### src/rtl/wb_la_port_arbiter.sv
// Round-robin arbiter sharing one target port between the Wishbone slave and an LA command channel.
// WB stb->t_req 1 cycle, t_ack->ack 1 cycle (LA +2 sync); one transfer in flight; ARB_WATCHDOG_EN adds a timeout IRQ.
module wb_la_port_arbiter #(
  parameter logic [31:0] BASE_ADDR      = 32'h3000_0000,
  parameter int          ADDR_W         = 8,
  parameter int          TIMEOUT_CYCLES = 255
) (
  input  logic              wb_clk_i,
  input  logic              wb_rst_i,
  input  logic              wbs_cyc_i,
  input  logic              wbs_stb_i,
  input  logic              wbs_we_i,
  input  logic [3:0]        wbs_sel_i,
  input  logic [31:0]       wbs_adr_i,
  input  logic [31:0]       wbs_dat_i,
  output logic              wbs_ack_o,
  output logic [31:0]       wbs_dat_o,
  input  logic              la_req_i,
  input  logic              la_we_i,
  input  logic [ADDR_W-1:0] la_adr_i,
  input  logic [31:0]       la_dat_i,
  output logic              la_ack_o,
  output logic [31:0]       la_dat_o,
  output logic              t_req_o,
  output logic              t_we_o,
  output logic [3:0]        t_sel_o,
  output logic [ADDR_W-1:0] t_adr_o,
  output logic [31:0]       t_dat_o,
  input  logic              t_ack_i,
  input  logic [31:0]       t_dat_i,
  output logic              irq_o
);

  typedef enum logic [2:0] {IDLE, BUSY_WB, BUSY_LA, WB_ACK, LA_WAIT} state_t;
  localparam logic GNT_WB = 1'b0;
  localparam logic GNT_LA = 1'b1;

  state_t            state_q, state_d;
  logic              la_meta_q, la_meta_d;
  logic              la_sync_q, la_sync_d;
  logic              last_grant_q, last_grant_d;
  logic              abort_q, abort_d;
  logic              t_req_q, t_req_d;
  logic              t_we_q, t_we_d;
  logic [3:0]        t_sel_q, t_sel_d;
  logic [ADDR_W-1:0] t_adr_q, t_adr_d;
  logic [31:0]       t_dat_q, t_dat_d;
  logic              wbs_ack_q, wbs_ack_d;
  logic [31:0]       wbs_dat_q, wbs_dat_d;
  logic              la_ack_q, la_ack_d;
  logic [31:0]       la_dat_q, la_dat_d;

  logic              la_req_s, wb_pend, la_pend, busy, tmo;
  logic              grant_wb, grant_la;
  logic [31:0]       rdata;
  logic              unused_ok;

  assign unused_ok = &{1'b0, wbs_adr_i[1:0], (TIMEOUT_CYCLES > 0)};

  assign la_req_s = la_sync_q;
  assign wb_pend  = wbs_cyc_i & wbs_stb_i &
                    (wbs_adr_i[31:ADDR_W+2] == BASE_ADDR[31:ADDR_W+2]);
  assign la_pend  = la_req_s & ~la_ack_q;
  assign busy     = (state_q == BUSY_WB) || (state_q == BUSY_LA);

`ifdef ARB_WATCHDOG_EN
  localparam int CNT_W = $clog2(TIMEOUT_CYCLES + 1);
  logic [CNT_W-1:0] wdog_q, wdog_d;
  logic             irq_q, irq_d;

  // Held at zero outside BUSY, so every BUSY entry starts counting from 0.
  always_comb begin
    wdog_d = '0;
    if (busy) wdog_d = wdog_q + CNT_W'(1);
    irq_d = tmo;
  end

  assign tmo   = busy && (wdog_q == CNT_W'(TIMEOUT_CYCLES - 1)) && !t_ack_i;
  assign irq_o = irq_q;

  always_ff @(posedge wb_clk_i or posedge wb_rst_i) begin
    if (wb_rst_i) begin
      wdog_q <= '0;
      irq_q  <= 1'b0;
    end else begin
      wdog_q <= wdog_d;
      irq_q  <= irq_d;
    end
  end
`else
  assign tmo   = 1'b0;
  assign irq_o = 1'b0;
`endif

  always_comb begin
    state_d      = state_q;
    la_meta_d    = la_req_i;
    la_sync_d    = la_meta_q;
    last_grant_d = last_grant_q;
    abort_d      = abort_q;
    t_req_d      = t_req_q;
    t_we_d       = t_we_q;
    t_sel_d      = t_sel_q;
    t_adr_d      = t_adr_q;
    t_dat_d      = t_dat_q;
    wbs_ack_d    = wbs_ack_q;
    wbs_dat_d    = wbs_dat_q;
    la_ack_d     = la_ack_q;
    la_dat_d     = la_dat_q;
    grant_wb     = 1'b0;
    grant_la     = 1'b0;
    rdata        = t_we_q ? 32'h0 : (tmo ? 32'hDEAD_BEEF : t_dat_i);

    case (state_q)
      IDLE: begin
        // last_grant only moves on a tie, so single requests never skew fairness.
        if (wb_pend && la_pend) begin
          grant_wb     = (last_grant_q == GNT_LA);
          grant_la     = ~grant_wb;
          last_grant_d = grant_wb ? GNT_WB : GNT_LA;
        end else begin
          grant_wb = wb_pend;
          grant_la = la_pend;
        end
        if (grant_wb) begin
          state_d = BUSY_WB;
          t_req_d = 1'b1;
          t_we_d  = wbs_we_i;
          t_sel_d = wbs_sel_i;
          t_adr_d = wbs_adr_i[ADDR_W+1:2];
          t_dat_d = wbs_dat_i;
          abort_d = 1'b0;
        end else if (grant_la) begin
          state_d = BUSY_LA;
          t_req_d = 1'b1;
          t_we_d  = la_we_i;
          t_sel_d = 4'hF;
          t_adr_d = la_adr_i;
          t_dat_d = la_dat_i;
        end
      end
      BUSY_WB: begin
        if (!wbs_cyc_i) abort_d = 1'b1;
        if (t_ack_i || tmo) begin
          t_req_d = 1'b0;
          state_d = WB_ACK;
          if (!abort_q && wbs_cyc_i) begin
            wbs_ack_d = 1'b1;
            wbs_dat_d = rdata;
          end
        end
      end
      BUSY_LA: begin
        if (t_ack_i || tmo) begin
          t_req_d  = 1'b0;
          state_d  = LA_WAIT;
          la_ack_d = 1'b1;
          la_dat_d = rdata;
        end
      end
      WB_ACK: begin
        wbs_ack_d = 1'b0;
        wbs_dat_d = 32'h0;
        state_d   = IDLE;
      end
      LA_WAIT: begin
        if (!la_req_s) begin
          la_ack_d = 1'b0;
          state_d  = IDLE;
        end
      end
      default: state_d = IDLE;
    endcase
  end

  always_ff @(posedge wb_clk_i or posedge wb_rst_i) begin
    if (wb_rst_i) begin
      state_q      <= IDLE;
      la_meta_q    <= 1'b0;
      la_sync_q    <= 1'b0;
      last_grant_q <= GNT_LA;
      abort_q      <= 1'b0;
      t_req_q      <= 1'b0;
      t_we_q       <= 1'b0;
      t_sel_q      <= 4'h0;
      t_adr_q      <= '0;
      t_dat_q      <= 32'h0;
      wbs_ack_q    <= 1'b0;
      wbs_dat_q    <= 32'h0;
      la_ack_q     <= 1'b0;
      la_dat_q     <= 32'h0;
    end else begin
      state_q      <= state_d;
      la_meta_q    <= la_meta_d;
      la_sync_q    <= la_sync_d;
      last_grant_q <= last_grant_d;
      abort_q      <= abort_d;
      t_req_q      <= t_req_d;
      t_we_q       <= t_we_d;
      t_sel_q      <= t_sel_d;
      t_adr_q      <= t_adr_d;
      t_dat_q      <= t_dat_d;
      wbs_ack_q    <= wbs_ack_d;
      wbs_dat_q    <= wbs_dat_d;
      la_ack_q     <= la_ack_d;
      la_dat_q     <= la_dat_d;
    end
  end

  assign wbs_ack_o = wbs_ack_q;
  assign wbs_dat_o = wbs_dat_q;
  assign la_ack_o  = la_ack_q;
  assign la_dat_o  = la_dat_q;
  assign t_req_o   = t_req_q;
  assign t_we_o    = t_we_q;
  assign t_sel_o   = t_sel_q;
  assign t_adr_o   = t_adr_q;
  assign t_dat_o   = t_dat_q;

endmodule

### config.mk
export PLATFORM = sky130hd
export DESIGN_NAME = wb_la_port_arbiter
export DESIGN_NICKNAME = d
export VERILOG_FILES = /design/src/rtl/wb_la_port_arbiter.sv
export SDC_FILE = /design/constraint.sdc
export NUM_CORES = 1
export LEC_CHECK = 0
export ABC_AREA = 0
export CAP_MARGIN = 20
export CORE_MARGIN = 5
export CORE_UTILIZATION = 41
export DETAILED_ROUTE_END_ITERATION = 8
export HOLD_SLACK_MARGIN = 0.1
export PLACE_DENSITY = 0.84
export SLEW_MARGIN = 20
export SYNTH_ARGS = -nofsm -noshare
export SYNTH_HDL_FRONTEND = slang
export SYNTH_SLANG_ARGS = --single-unit
### constraint.sdc
create_clock -name wb_clk_i -period 5 [get_ports wb_clk_i]
set_input_delay 1.25 -clock wb_clk_i [delete_from_list [all_inputs] [get_ports wb_clk_i]]
set_output_delay 1.25 -clock wb_clk_i [all_outputs]
set_load 0.05 [all_outputs]
Word-level counts from Yosys, hierarchy flattened
Index checks and enable logic that the tools add are counted.
{ "op_classes": {"addsub": 0, "mul": 0, "div": 0, "order_cmp": 0, "eq_ne": 13, "shift": 0, "muxes": 36, "bitwise_logic": 5, "reduce_logical": 18} }
{ "ops": {"columns": ["operator", "count"], "rows": [
  ["$mux W32", 5],
  ["$pmux W32 S2", 1],
  ["$eq A22 B20 Y1 const B", 1],
  ["$mux W1", 16],
  ["$mux W8", 2],
  ["$mux W3", 5],
  ["$pmux W3 S4", 1],
  ["$reduce_and A3 Y1", 4],
  ["$ne A2 B2 Y1 const B", 5],
  ["$reduce_bool A2 Y1", 5],
  ["$mux W4", 2],
  ["$pmux W1 S2", 4],
  ["$eq A3 B2 Y1 const B", 2],
  ["$reduce_and A2 Y1", 3],
  ["$ne A2 B1 Y1 const B", 2],
  ["$reduce_and A4 Y1", 1],
  ["$and A1 B1 Y1", 3],
  ["$eq A3 B1 Y1 const B", 1],
  ["$eq A3 B3 Y1 const B", 1],
  ["$logic_not A3 Y1", 1],
  ["$ne A3 B3 Y1 const B", 1],
  ["$logic_and A1 B1 Y1", 2],
  ["$not A1 Y1", 2],
  ["$reduce_or A2 Y1", 1],
  ["$logic_not A1 Y1", 1]
]} }
{ "totals": {"reg_bits": 119, "latchBits": 0, "mem_bits_rw": 0, "mem_bits_ro": 0, "in_bits": 148, "output_inout_bits": 113, "mem_count": 0} }

Depth between registers and ports, before layout
Gate-level depths: netlist (run 1).
{ "logic_depth": {"ltp_word": 8, "ltp_mapped": 7, "ltp_nobuf": 5} }

Worst setup path before layout (run 1)
No wires, ideal clock.
{ "synth_timing": {"path_type": "in2reg", "start": "input port wbs_adr_i[20]", "end": "register t_adr_q[6] (netlist: t_adr_o[6])", "t_arrival_ps": 2833, "setup_slack_ps": 2039, "cell_stages": 6, "path_cell_list": "nor4_1 > nand4_1 > nor3_4 > buf_6 > mux2_1 > mux2_1"} }
{ "synth_via": {"elab_chain_len": 7} }
{ "synth_rtl": {"columns": ["element", "line_no", "source"], "rows": [
  ["start: declaration", "14", "input logic [31:0] wbs_adr_i,"],
  ["$eq A22 B20 Y1 *", "62", "(wbs_adr_i[31:ADDR_W+2] == BASE_ADDR[31:ADDR_W+2]);"],
  ["$and A1 B1 Y1 *", "61", "assign wb_pend = wbs_cyc_i & wbs_stb_i &"],
  ["$logic_and A1 B1 Y1", "117", "if (wb_pend && la_pend) begin"],
  ["$mux W1", "117", null],
  ["$mux W1", "114", "case (state_q)"],
  ["$reduce_bool A2 Y1 (no source line)", null, null],
  ["$reduce_and A2 Y1 (no source line)", null, null],
  ["end signal: assignment", "201", "t_adr_q <= t_adr_d;"],
  ["end: declaration", "46", "logic [ADDR_W-1:0] t_adr_q, t_adr_d;"]
]} }
Every way passes the cells marked *; elsewhere a longest branch is shown, timed or not. The select of a mux whose other input is x is not followed.
A chain may end at the register's enable or synchronous reset.

Final worst setup path (run 1)
{ "layout_timing": {"start": "input port wbs_cyc_i", "end": "register t_dat_q[28] (netlist: t_dat_o[28])"} }
{ "layout_via": {"elab_chain_len": 7} }
{ "layout_rtl": {"columns": ["element", "line_no", "source"], "rows": [
  ["start: declaration", "10", "input logic wbs_cyc_i,"],
  ["$and A1 B1 Y1 * (2 in a row)", "61", null],
  ["$logic_and A1 B1 Y1", "117", null],
  ["$mux W1", "117", null],
  ["$mux W1", "114", null],
  ["$reduce_bool A2 Y1 (no source line)", null, null],
  ["$reduce_and A2 Y1 (no source line)", null, null],
  ["end signal: assignment", "202", "t_dat_q <= t_dat_d;"],
  ["end: declaration", "47", "logic [31:0] t_dat_q, t_dat_d;"]
]} }
Marked as above.

==> results of run 1 <==
## critical path, stage by stage
cell             delay [ns]
clkdlybuf4s50_1        0.51
nor4bb_1               0.55
nand4_1                0.31
nor3_4                 0.24
buf_4                  0.37
mux2_1                 0.39
mux2_2                 0.27
## layout make-up
type / instances / area [sq um] / area share
repair buffers: 264 / 2640 / 0.307
inverters: 8 / 32.5 / 0.00379
clock inverters: 8 / 75.1 / 0.00874
clock buffers: 23 / 468 / 0.0545
multi-input cells: 290 / 2180 / 0.254
flip-flops and latches: 119 / 2980 / 0.347
well taps: 172 / 215 / 0.0251
## synth_stat cells (all sizes together)
master,count,share of area
buf,11,0.020
o21a,1,0.0014
nor2,6,0.0042
conb,1,0.00070
a21boi,1,0.0014
nor2b,1,0.0012
a21o,1,0.0014
nor4,3,0.0035
clkbuf,21,0.015
o2bb2ai,1,0.0016
xnor2,1,0.0016
nor4bb,1,0.0019
dfrtp,118,0.55
o21ai,68,0.064
o22a,1,0.0016
mux2,82,0.20
nor4b,2,0.0056
a2bb2oi,4,0.0065
o31ai,1,0.0014
nand3,32,0.030
a31oi,1,0.0012
nand2b,34,0.040
dfstp,1,0.0049
and3,1,0.0012
xor2,1,0.0016
a211oi,1,0.0014
nand2,38,0.027
nand3b,1,0.0014
or3,1,0.0012
inv,8,0.0056
nor3,3,0.0049
nand4,2,0.0023
## placed cells by master, fill, tap and decap left out, types with 3 or more instances in the layout
| master | count |
|---|---|
| clkdlybuf4s50_1 | 257 |
| dfrtp_1 | 118 |
| o21ai_0 | 67 |
| nand2_1 | 38 |
| mux2_1 | 38 |
| nand2b_1 | 34 |
| mux2_4 | 34 |
| nand3_1 | 32 |
| clkbuf_16 | 17 |
| mux2_2 | 10 |
| inv_1 | 7 |
| nor2_1 | 6 |
| buf_4 | 6 |
| a2bb2oi_1 | 4 |
| clkinvlp_4 | 4 |
| clkbuf_1 | 4 |
| nor4_1 | 3 |
| clkinv_2 | 3 |
## worst max path at each step
stage              start          end  slack [ns]
6_report       wbs_cyc_i  t_dat_o[28]        1.37
5_1_grt        wbs_cyc_i  t_dat_o[28]        1.34
4_1_cts        wbs_cyc_i  t_dat_o[28]        1.38
3_5_place_dp   wbs_cyc_i  t_dat_o[28]        0.96
3_3_place_gp   wbs_cyc_i  t_dat_o[21]        1.00
2_1_floorplan   wb_rst_i      abort_q        0.59
## kinds of logic after synthesis
kind of cell,count (synthesis),synth area share
other cells,1,0.000698
mux,82,0.196
compound gates,80,0.0820
flops,119,0.555
xor+xnor,2,0.00326
buf+inv,40,0.0401
simple gates,125,0.123
## power by group through the flow
stage          combinational [W]  sequential, W  clock (W)
5_1_grt                  0.00253        0.00149    0.00117
3_5_place_dp             0.00244        0.00145          0
3_3_place_gp             0.00240        0.00144          0
2_1_floorplan           0.000585        0.00244          0
4_1_cts                  0.00244        0.00145    0.00113
6_report                 0.00242        0.00145    0.00110
## layer usage
metal  wire length (microns)  GRT usage
met3                    1440     0.0866
met5                       0          0
met4                     238     0.0645
met1                    5940      0.215
met2                    7780      0.340
## per-stage QoR
stage / hold slack [ns] / setup WS, ns / area, sq um
finish: 0.350 / 1.37 / 8590
global route: 0.350 / 1.34 / 8590
CTS: 0.350 / 1.38 / 8590
detailed placement: 0.338 / 0.958 / 8050
global placement: 0.337 / 1.00 / 8050
floorplan: 0.331 / 0.594 / 5370
## state kept, by name, summed over array words and instances (netlist names)
signal / flops
t_sel_o: 4
wbs_ack_o: 1
wbs_dat_o: 32
la_ack_o: 1
t_dat_o: 32
abort_q: 1
la_req_s: 1
state_q: 3
t_adr_o: 8
la_dat_o: 32
t_req_o: 1
la_meta_q: 1
t_we_o: 1
last_grant_q: 1
==> flow_summary.yaml, run 1 <==
clock_tree:
  numCtsBuffers: 17
  clockBufferDepth: 2
  clk_latency_ns: 0.40
  root_buffer: "clkbuf_16"
  post_cts_buffers: 0
  cts_resized: 0
  clk_pin_slew_ns: 0.05
  htreeDepth: 4
  cts_tree: "yes"
  clock-sinks: 119
  ctsHoldBuffers: 0
global_routing:
  grt_max_degree: 70
  grt_pass1_vias: 4626
  antenna_found_initial: 0
  grt_overflow_total: 0
  grt_first_pass_wirelength_microns: 24300
  grt.total_usage: 0.196
routing:
  routed_via_density: 5.01
  drt_iter0_drc: 249
  wl_per_cell_microns: 17.4
  first_pass_iters: 5
  finalWirelength_microns: 15400
  vias: 4427
  drtAntennaViolNets: 0
  drc_errors: 0
floorplanning:
  dieHeight_microns: 124
  ios: 261
  design.core.area_sq_mm: 0.0127
  rows: 41
  die_x_microns: 124
  die-area_sq_mm: 0.0155
  initial_core_util: 0.422
synthesis:
  synth_cell_type_count: 39
  synthCells: 449
  avgSynthCellArea_sq_um: 12.0
  syn_nets: 597
  ys_seq_area_frac: 0.555
  ys_warn_count: 0
  synthesis.area_sq_mm: 0.00537
  synth_seq_cells: 119
power_and_ir_drop:
  switching_power_w: 0.00207
  fin_total_pwr_w: 0.00497
  p_comb_frac: 0.487
  switching_share: 0.416
  intPower_w: 0.00290
  leakage_nw: 3.73
  p_seq_frac: 0.291
  p_clk_frac: 0.222
  ir_drop_mv: 0.334
  powerDensity_mw_per_mm2: 578
finish:
  antenna_cells: 0
  syn2layout_area_growth_pct: 60.0
  finalCoreUtilization: 0.675
  fin_cells: 884
  nNetsFinal: 848
  layout-drive-gt1-share: 0.119
  fill_cells: 931
timing:
  fin_crit_sh: 0.727
  maxSlewHeadroom: 0.341
  min_period_ns: 3.63
  finalSetupTns_ns: 0
  setup_viol: 0
  skew_ns: 0.0118
  hold_violations: 0
  tightest_slew_ns: 0.989
  rsz0062_at_grt: "false"
  slew_violations: 0
  max_freq_ghz: 0.275
placement:
  numPlacedInstances: 853
  post-dp-hpwl_microns: 11600
  routabilityCongestion: 0.773
  numPortBuffers: 257
critical_path:
  r2r-start: "state_q[1]"
  end_kind: "register"
  start_kind: "primary input"
  path_class: "primary input to register"
  rrSetupSlack_ns: 2.95
  reg2reg_to: "la_dat_o[11]"
  ff2ff_path_depth: 4
  cp.arrival_ns: 3.91
  cp.required_ns: 5.27
  critPathMaxFanout: 27
hold_path:
  min_from: "la_meta_q"
  holdPathStages: 0
  min_to: "la_req_s"
  hold_path.class: "register to register"
job:
  drv_cap: 0
run_status:
  outcome: "finished clean"
No activity file was read; power rests on OpenSTA's default activity.
==> run 2, diff against run 1 <==
clock period = 3.6 ns   (was 5 ns; I/O delays follow)
==> run 2 against run 1 <==
  * Sequential power increased by 39%
  * First-iteration DRC count increased by 30%
  * Worst hold slack improved by 0.011 ns
  * Sequential cell count unchanged
  * Clock power increased by 58%
  * Via count increased by 0.18%
  * Highest routed layer unchanged
==> flow_summary.yaml, run 2 (synthesis gave the netlist of run 1 again) <==
critical_path:
  critical-path-max-stage-delay_ns: 0.50
  cp_slowest_cell: "clkdlybuf4s50_1"
  critPathMaxFanout: 40
  cp.arrival_ns: 3.23
  path_class: "primary input to register"
  end_kind: "register"
  cp.required_ns: 3.88
  start_kind: "primary input"
  cp_common_cell: "mux2_1"
  cp_cell_sequence: "clkdlybuf4s50_1 > nor4bb_1 > nand4_1 > nor3_4 > buf_12 > mux2_1 > mux2_1"
timing:
  tightest_slew_ns: 0.992
  rsz0062_at_grt: "false"
  setup_viol: 0
  max_freq_ghz: 0.339
  skew_ns: 0.00812
  slew_violations: 0
  hold_violations: 0
  fin_crit_sh: 0.818
  maxSlewHeadroom: 0.339
  min_period_ns: 2.95
  finalSetupTns_ns: 0
finish:
  finalCoreUtilization: 0.683
  syn2layout_area_growth_pct: 61.8
  antenna_cells: 0
  layout-drive-gt1-share: 0.121
  mostFrequentLayoutCells: "clkdlybuf4s50_1 (257), dfrtp_1 (118), o21ai_0 (67)"
  nNetsFinal: 849
  final_common_cell: "clkdlybuf4s50_1"
  fill_cells: 941
clock_tree:
  htreeDepth: 4
  root_buffer: "clkbuf_16"
  clock-sinks: 119
  numCtsBuffers: 17
  cts_resized: 0
  ctsHoldBuffers: 0
  clockBufferDepth: 2
  clk_pin_slew_ns: 0.05
  cts_tree: "yes"
  post_cts_buffers: 0
  clk_latency_ns: 0.40
floorplanning:
  die_x_microns: 124
  initial_core_util: 0.422
  ios: 261
  design.core.area_sq_mm: 0.0127
  rows: 41
  dieHeight_microns: 124
  die-area_sq_mm: 0.0155
power_and_ir_drop:
  ir_drop_mv: 0.523
  leakage_nw: 3.78
  powerDensity_mw_per_mm2: 822
global_routing:
  grt_pass1_vias: 4857
  grt_first_pass_wirelength_microns: 25800
  grt_max_degree: 120
  antenna_found_initial: 0
  grt_overflow_total: 0
  grt.total_usage: 0.209
routing:
  routed_via_density: 5.01
  drtAntennaViolNets: 0
  drt_iter0_drc: 324
  drc_errors: 0
  wl_per_cell_microns: 18.2
  vias: 4435
  finalWirelength_microns: 16100
  first_pass_iters: 4
placement:
  routabilityCongestion: 0.779
  post-dp-hpwl_microns: 12000
  numPortBuffers: 257
hold_path:
  hold_path.class: "register to register"
job:
  drv_cap: 0
run_status:
  outcome: "finished clean"
==> run 2: stage by stage <==
stage	std cells	cell area (sq um)	total power [W]	setup slack, ns	hold slack (ns)
after floorplan	449	5370	0.00420	0.989	0.331
after global placement	854	8080	0.00534	0.164	0.335
after detailed placement	854	8080	0.00542	0.174	0.358
after CTS	885	8690	0.00720	0.607	0.369
after global routing	885	8690	0.00743	0.550	0.386
final	885	8690	0.00714	0.654	0.361
==> run 2: path summary, 6_finish.rpt <==
kind	start	endpoint	slack [ns]	cells past startpoint
worst max-delay path	wbs_cyc_i	t_adr_o[6]	0.65	7
min in group asynchronous	wb_rst_i	t_dat_o[24]	1.05	3
worst min register to register	la_meta_q	la_req_s	0.36	0
worst min-delay path	la_meta_q	la_req_s	0.36	0
max in group asynchronous	wb_rst_i	la_dat_o[18]	2.04	3
worst max register to register	state_q[1]	la_dat_o[7]	1.56	4
==> run 2: cell type report <==
class	count	area, sq um	area share
Clock buffer	22	454	0.0523
Clock inverter	9	150	0.0173
Inverter	8	33.8	0.00389
Multi-Input combinational cell	290	2180	0.251
Sequential cell	119	2980	0.343
Tap cell	172	215	0.0248
Timing Repair Buffer	265	2670	0.307
==> run 2: power breakdown <==
part           total [W]  switching, W  internal [W]
clock            0.00174      0.000572       0.00117
sequential       0.00201      0.000258       0.00176
combinational    0.00338       0.00208       0.00130
total            0.00714       0.00291       0.00423
==> run 2: critical path, delay by kind of cell <==
family | cells | cell delay [ns]
buffers and inverters | 2 | 0.77
muxes | 2 | 0.65
and+or+nand+nor | 3 | 0.89
==> run 2: per-layer routing <==
| metal | vias to the layer above | track usage | routed length [microns] |
|---|---|---|---|
| li1 | 2066 | - | - |
| met1 | 2150 | 0.229 | 5970 |
| met5 | - | 0 | 0 |
| met2 | 205 | 0.362 | 8400 |
| met3 | 14 | 0.0956 | 1550 |
| met4 | 0 | 0.0619 | 178 |
